==> src/rtl/fetch_pkg.sv <==
// Shared types and constants for the instruction prefetch queue.
package fetch_pkg;

  localparam int unsigned PC_STEP = 4;
  localparam int unsigned INSTR_W = 32;
  localparam int unsigned PC_W    = 16;

  typedef enum logic [1:0] {
    IDLE,
    REQ,
    DRAIN
  } fetch_state_t;

  typedef struct packed {
    logic [INSTR_W-1:0] instr;
    logic [PC_W-1:0]    pc;
  } fetch_entry_t;

endpackage

==> src/rtl/instr_fifo.sv <==
// Synchronous FIFO of fetched instruction/PC pairs; flush beats push and pop.
module instr_fifo
  import fetch_pkg::*;
#(
  parameter int unsigned DEPTH = 4
) (
  input  logic                   Clock,
  input  logic                   Reset,
  input  logic                   Push,
  input  fetch_entry_t           PushData,
  input  logic                   Pop,
  input  logic                   Flush,
  output fetch_entry_t           HeadData,
  output logic                   Full,
  output logic                   Empty,
  output logic [$clog2(DEPTH):0] Count
);

  localparam int unsigned PTR_W = $clog2(DEPTH);
  localparam int unsigned CNT_W = PTR_W + 1;

  fetch_entry_t     mem [DEPTH];
  logic [PTR_W-1:0] wrPtr;
  logic [PTR_W-1:0] rdPtr;
  logic [CNT_W-1:0] countQ;
  logic             doPush;
  logic             doPop;

  assign Empty    = (countQ == '0);
  assign Full     = (countQ == CNT_W'(DEPTH));
  assign Count    = countQ;
  assign HeadData = mem[rdPtr];
  assign doPop    = Pop && !Empty;
  // A push into a full FIFO is accepted when the head leaves in the same cycle.
  assign doPush   = Push && (!Full || doPop);

  always_ff @(posedge Clock) begin
    if (Reset || Flush) begin
      wrPtr  <= '0;
      rdPtr  <= '0;
      countQ <= '0;
    end else begin
      if (doPush) wrPtr <= wrPtr + 1'b1;
      if (doPop)  rdPtr <= rdPtr + 1'b1;
      unique case ({doPush, doPop})
        2'b10:   countQ <= countQ + 1'b1;
        2'b01:   countQ <= countQ - 1'b1;
        default: countQ <= countQ;
      endcase
    end
  end

  always_ff @(posedge Clock) begin
    if (doPush && !Flush && !Reset) mem[wrPtr] <= PushData;
  end

endmodule

==> src/rtl/instr_prefetch_queue.sv <==
// Sequential instruction prefetcher: req/ack memory fetch FSM feeding a small
// queue that the core drains via valid/ready; Redirect flushes and restarts.
module instr_prefetch_queue
  import fetch_pkg::*;
#(
  parameter int unsigned       DEPTH    = 4,
  parameter int unsigned       ADDR_W   = PC_W,
  parameter int unsigned       DATA_W   = INSTR_W,
  parameter logic [ADDR_W-1:0] RESET_PC = '0
) (
  input  logic              Clock,
  input  logic              Reset,
  output logic              MemReq,
  output logic [ADDR_W-1:0] MemAddr,
  input  logic              MemAck,
  input  logic [DATA_W-1:0] MemData,
  output logic              FetchValid,
  output logic [DATA_W-1:0] FetchInstr,
  output logic [ADDR_W-1:0] FetchPC,
  input  logic              FetchReady,
  input  logic              Redirect,
  input  logic [ADDR_W-1:0] RedirectPC
);

  localparam int unsigned CNT_W = $clog2(DEPTH) + 1;

  fetch_state_t      state;
  logic [ADDR_W-1:0] fetchPc;
  logic [ADDR_W-1:0] redirLatch;
  logic [ADDR_W-1:0] redirAligned;
  logic [ADDR_W-1:0] nextPc;
  logic [CNT_W-1:0]  count;
  logic [CNT_W-1:0]  countAfterPop;
  logic              full;
  logic              empty;
  logic              pop;
  logic              push;
  logic              spaceNow;
  logic              spaceAfterPush;
  fetch_entry_t      pushEntry;
  fetch_entry_t      headEntry;
  logic [DATA_W-1:0] lastInstr;
  logic [ADDR_W-1:0] lastPc;

  assign redirAligned   = RedirectPC & ~ADDR_W'(3);
  assign nextPc         = MemAddr + ADDR_W'(PC_STEP);
  assign pop            = FetchReady && !empty && !Redirect;
  assign push           = (state == REQ) && MemAck && !Redirect;
  assign pushEntry      = '{instr: MemData, pc: MemAddr};
  // Occupancy seen by the request logic is post-pop; the in-flight slot is the +1.
  assign countAfterPop  = count - CNT_W'(pop);
  assign spaceNow       = !full || pop;
  assign spaceAfterPush = (countAfterPop + CNT_W'(1)) < CNT_W'(DEPTH);

  instr_fifo #(
    .DEPTH(DEPTH)
  ) fifo (
    .Clock   (Clock),
    .Reset   (Reset),
    .Push    (push),
    .PushData(pushEntry),
    .Pop     (pop),
    .Flush   (Redirect),
    .HeadData(headEntry),
    .Full    (full),
    .Empty   (empty),
    .Count   (count)
  );

  always_ff @(posedge Clock) begin
    if (Reset) begin
      state      <= IDLE;
      MemReq     <= 1'b0;
      MemAddr    <= RESET_PC;
      fetchPc    <= RESET_PC;
      redirLatch <= RESET_PC;
    end else begin
      unique case (state)
        IDLE: begin
          if (Redirect) begin
            fetchPc <= redirAligned;
          end else if (spaceNow) begin
            state   <= REQ;
            MemReq  <= 1'b1;
            MemAddr <= fetchPc;
          end
        end
        REQ: begin
          if (MemAck) begin
            if (Redirect) begin
              state   <= IDLE;
              MemReq  <= 1'b0;
              fetchPc <= redirAligned;
            end else if (spaceAfterPush) begin
              MemAddr <= nextPc;
              fetchPc <= nextPc;
            end else begin
              state   <= IDLE;
              MemReq  <= 1'b0;
              fetchPc <= nextPc;
            end
          end else if (Redirect) begin
            state      <= DRAIN;
            redirLatch <= redirAligned;
          end
        end
        DRAIN: begin
          if (MemAck) begin
            state   <= IDLE;
            MemReq  <= 1'b0;
            fetchPc <= Redirect ? redirAligned : redirLatch;
          end else if (Redirect) begin
            redirLatch <= redirAligned;
          end
        end
        default: begin
          state  <= IDLE;
          MemReq <= 1'b0;
        end
      endcase
    end
  end

  // Head outputs keep the last presented entry while the queue is empty.
  always_ff @(posedge Clock) begin
    if (Reset) begin
      lastInstr <= '0;
      lastPc    <= '0;
    end else if (!empty) begin
      lastInstr <= headEntry.instr;
      lastPc    <= headEntry.pc;
    end
  end

  assign FetchValid = !empty;
  assign FetchInstr = empty ? lastInstr : headEntry.instr;
  assign FetchPC    = empty ? lastPc : headEntry.pc;

endmodule

==> config.mk <==
export PLATFORM = sky130hd
export DESIGN_NAME = instr_prefetch_queue
export DESIGN_NICKNAME = d
export VERILOG_FILES = /design/src/rtl/fetch_pkg.sv /design/src/rtl/instr_fifo.sv /design/src/rtl/instr_prefetch_queue.sv
export SDC_FILE = /design/constraint.sdc
export NUM_CORES = 1
export LEC_CHECK = 0
export CAP_MARGIN = 20
export CORE_UTILIZATION = 35
export CTS_BUF_LIST = sky130_fd_sc_hd__clkbuf_16
export DETAILED_ROUTE_END_ITERATION = 8
export HOLD_SLACK_MARGIN = 0.08
export PLACE_DENSITY = 0.58
export REMOVE_ABC_BUFFERS = 1
export SYNTH_ARGS = -nofsm -noshare
export SYNTH_HDL_FRONTEND = slang
export SYNTH_HIERARCHICAL = 1
export SYNTH_SLANG_ARGS = --single-unit
==> constraint.sdc <==
create_clock -name Clock -period 4.96 [get_ports Clock]
set_input_delay 1.488 -clock Clock [delete_from_list [all_inputs] [get_ports Clock]]
set_output_delay 1.488 -clock Clock [all_outputs]
set_load 0.005 [all_outputs]
==> flow_summary.ini <==
[status]
status = finished, final reports clean

[setup_path]
cp_top_family = buffers and inverters
crit_path_top_delay_cell = dfxtp_4
r2r_start = state[0]
slowest_delay_ps = 730
rr_endpoint = fifo/mem[1][7]
worst-path-stages = 4
path_cells = buf_4, mux4_2, mux2_2, clkdlybuf4s50_1
worstPathArrival_ps = 2830
endpoint = FetchInstr[12]
path_max_fanout = 27
r2r_slack_ps = 1580
reg2reg_depth = 6
crit_type = reg -> out
cp-end-kind = output port
crit_buf_inv = 2
required_ps = 3470
start_kind = flop

[layout]
drive_gt1_share_pct = 19.3
syn_to_final_growth_pct = 22.8
fin_nets = 992
final_util_pct = 43.7
diodes = 0
fillers = 3050

[floorplan]
die_x_um = 187
ios = 119
core_area_um2 = 33600
fp.dieArea_um2 = 34900
initial_core_util_pct = 35.6
rows = 67
die_height_um = 187

[sta]
setup_violations = 0
period_share_pct = 87.0
period_needed_ps = 4320
hold_viol_final = 0
slew_viol_final = 0
worst_slew_pin_slew_ps = 1030
slew-limit-headroom_pct = 31.4
rsz0062_at_grt = false
fmax_mhz = 232
setup_slack_ps = 643
skew_ps = 16.4
whs_ps = 453
fin_setup_tns_ps = 0

[place]
dp_slack_ps = 645
gp_congestion = 0.731
io_buffers = 116
dpl.hpwl_um = 14900

[routing]
ant_nets = 0
drt_first_pass_iters = 4
via_count = 6858
detail_route.wl_per_cell_um = 17.7
drc = 0
wirelength_um = 24800
via_per_inst = 4.90
drtIter0Drc = 373

[global_routing]
grt_util_all_layers_pct = 14.4
grt_pass1_wl_um = 39600
grt_max_degree = 54
grt_pass1_vias = 6951
grt_antenna_before_repair = 0
gr-total-overflow = 0

[clocking]
cts_hold_buf = 0
cts_setup_buffers = 0
clkTransAtPathRegs_ps = 60
cts_buffer_depth = 3
cts_resized = 0
cts-root-buf = clkbuf_16
cts_tree = built
cts_buffers = 34
cts.sinks = 300
clk_latency_ps = 510
h-tree-depth = 2

[synthesis]
syn_avg_cell_area_um2 = 14.8
yosys_warnings = 6
synth-seq-cells = 300
synth-main-ff-cell = edfxtp_1
synth_edf_count = 192
ys_seq_area_share_pct = 66.3
async_reset_ff_share_pct = 0
synthCells = 807
netlist_area_um2 = 12000
synth_cell_type_count = 66

[pwr]
peakVddDrop_mv = 0.298
p_leak_nw = 4.94
p_total_mw = 6.26
powerDensity_nw_per_um2 = 426

[worst_hold_path]
hold_path_depth = 2
min_path_type = reg -> reg

[job]
cap_violations = 0
-- tightest hold or removal path: stages, from the launching register on --
cell and delay, ps:
dfxtp_1 300, nand2_1 50, a21oi_1 50
-- how the worst min path moves through the flow --
stage / start / endpoint / slack (ps)
floorplan: fetchPc[0] / fetchPc[0] / 430
global placement: redirLatch[10] / redirLatch[10] / 440
detailed placement: redirLatch[11] / redirLatch[11] / 450
CTS: redirLatch[11] / redirLatch[11] / 450
global route: redirLatch[11] / redirLatch[11] / 470
finish: redirLatch[13] / redirLatch[13] / 450
-- cell type report --
type / instances / area, µm² / share of cell area [%]
flip-flops and latches: 300 / 7930 / 54.0
multi-input cells: 447 / 3790 / 25.8
repair buffers: 128 / 1290 / 8.77
clock buffers: 35 / 876 / 5.96
well taps: 448 / 561 / 3.82
clock inverters: 24 / 174 / 1.18
inverters: 17 / 63.8 / 0.434
-- cells by family after synthesis --
logic type,after synthesis,share of synthesized area [%]
compound gates,111,6.24
fa+ha+maj,11,1.21
simple gates,214,9.51
flops,300,66.3
buf+inv,60,2.09
mux,98,13.7
xor+xnor,13,0.952
-- per-stage QoR --
step	cells	area (µm²)
after floorplan	764	11800
after global placement	1340	13600
after detailed placement	1340	13600
after CTS	1399	14700
after global routing	1399	14700
final	1399	14700
-- synth_stat cells (6+ instances only) --
cell | number | area [µm²]
a211oi_1 | 15 | 113
a21oi_1 | 35 | 175
a221oi_1 | 11 | 96.3
a22oi_1 | 6 | 45.0
and2_1 | 54 | 338
buf_2 | 11 | 55.1
clkbuf_1 | 29 | 109
dfxtp_1 | 108 | 2160
edfxtp_1 | 192 | 5770
ha_1 | 10 | 125
inv_1 | 16 | 60.1
mux2_2 | 49 | 552
mux4_2 | 48 | 1080
nand2_1 | 63 | 236
nor2_1 | 37 | 139
nor2b_1 | 6 | 37.5
nor3_1 | 8 | 40.0
o211ai_1 | 7 | 52.6
o21ai_0 | 12 | 60.1
or2_2 | 7 | 43.8
xnor2_1 | 6 | 52.6
xor2_1 | 7 | 61.3
-- report_power, final --
group          internal (mW)  switching [mW]  total [mW]
registers               2.82           0.141        2.96
clock network           1.39           0.960        2.35
logic                  0.422           0.535       0.957
-- per-layer routing --
| layer | global-route usage [%] | vias up | wire length [µm] | part of all wire (%) |
|---|---|---|---|---|
| li1 | - | 3276 | - | - |
| met1 | 19.8 | 3403 | 11500 | 46 |
| met2 | 23.1 | 150 | 11900 | 48 |
| met3 | 2.81 | 29 | 1140 | 4.6 |
| met4 | 3.85 | 0 | 366 | 1.5 |
| met5 | 0 | - | 0 | 0 |
-- state kept, by name, indices dropped and copies added (netlist names), named ones only --
name and count:
fetchPc 16, fifo/mem 192, MemReq 1, state 2, fifo/rdPtr 2, lastPc 16, MemAddr 16, fifo/Count 3
fifo/wrPtr 2, lastInstr 32, redirLatch 16
-- cells in the final DEF, fill, tap and decap left out, types with 5 or more instances in the layout --
| cell | netlist | routed |
|---|---|---|
| nand2_1 | 63 | 63 |
| edfxtp_1 | 192 | 192 |
| buf_4 | 2 | 9 |
| dfxtp_1 | 108 | 106 |
| xnor2_1 | 6 | 6 |
| a22oi_1 | 6 | 6 |
| clkbuf_16 | 0 | 35 |
| nor3_1 | 8 | 7 |
| inv_1 | 16 | 23 |
| mux4_2 | 48 | 48 |
| nor2_1 | 37 | 37 |
| xor2_1 | 7 | 7 |
| nand3_1 | 5 | 5 |
| a221oi_1 | 11 | 11 |
| and3_2 | 5 | 5 |
| and2_1 | 54 | 54 |
| o21ai_0 | 12 | 12 |
| nand2b_1 | 5 | 5 |
| a21oi_1 | 35 | 35 |
| ha_1 | 10 | 10 |
| o211ai_1 | 7 | 7 |
| clkinv_1 | 1 | 8 |
| nor2b_1 | 6 | 6 |
| a211oi_1 | 15 | 15 |
| or2_2 | 7 | 7 |
| mux2_2 | 49 | 49 |
| clkdlybuf4s50_1 | 0 | 116 |
(Power assumes the default switching activity.)
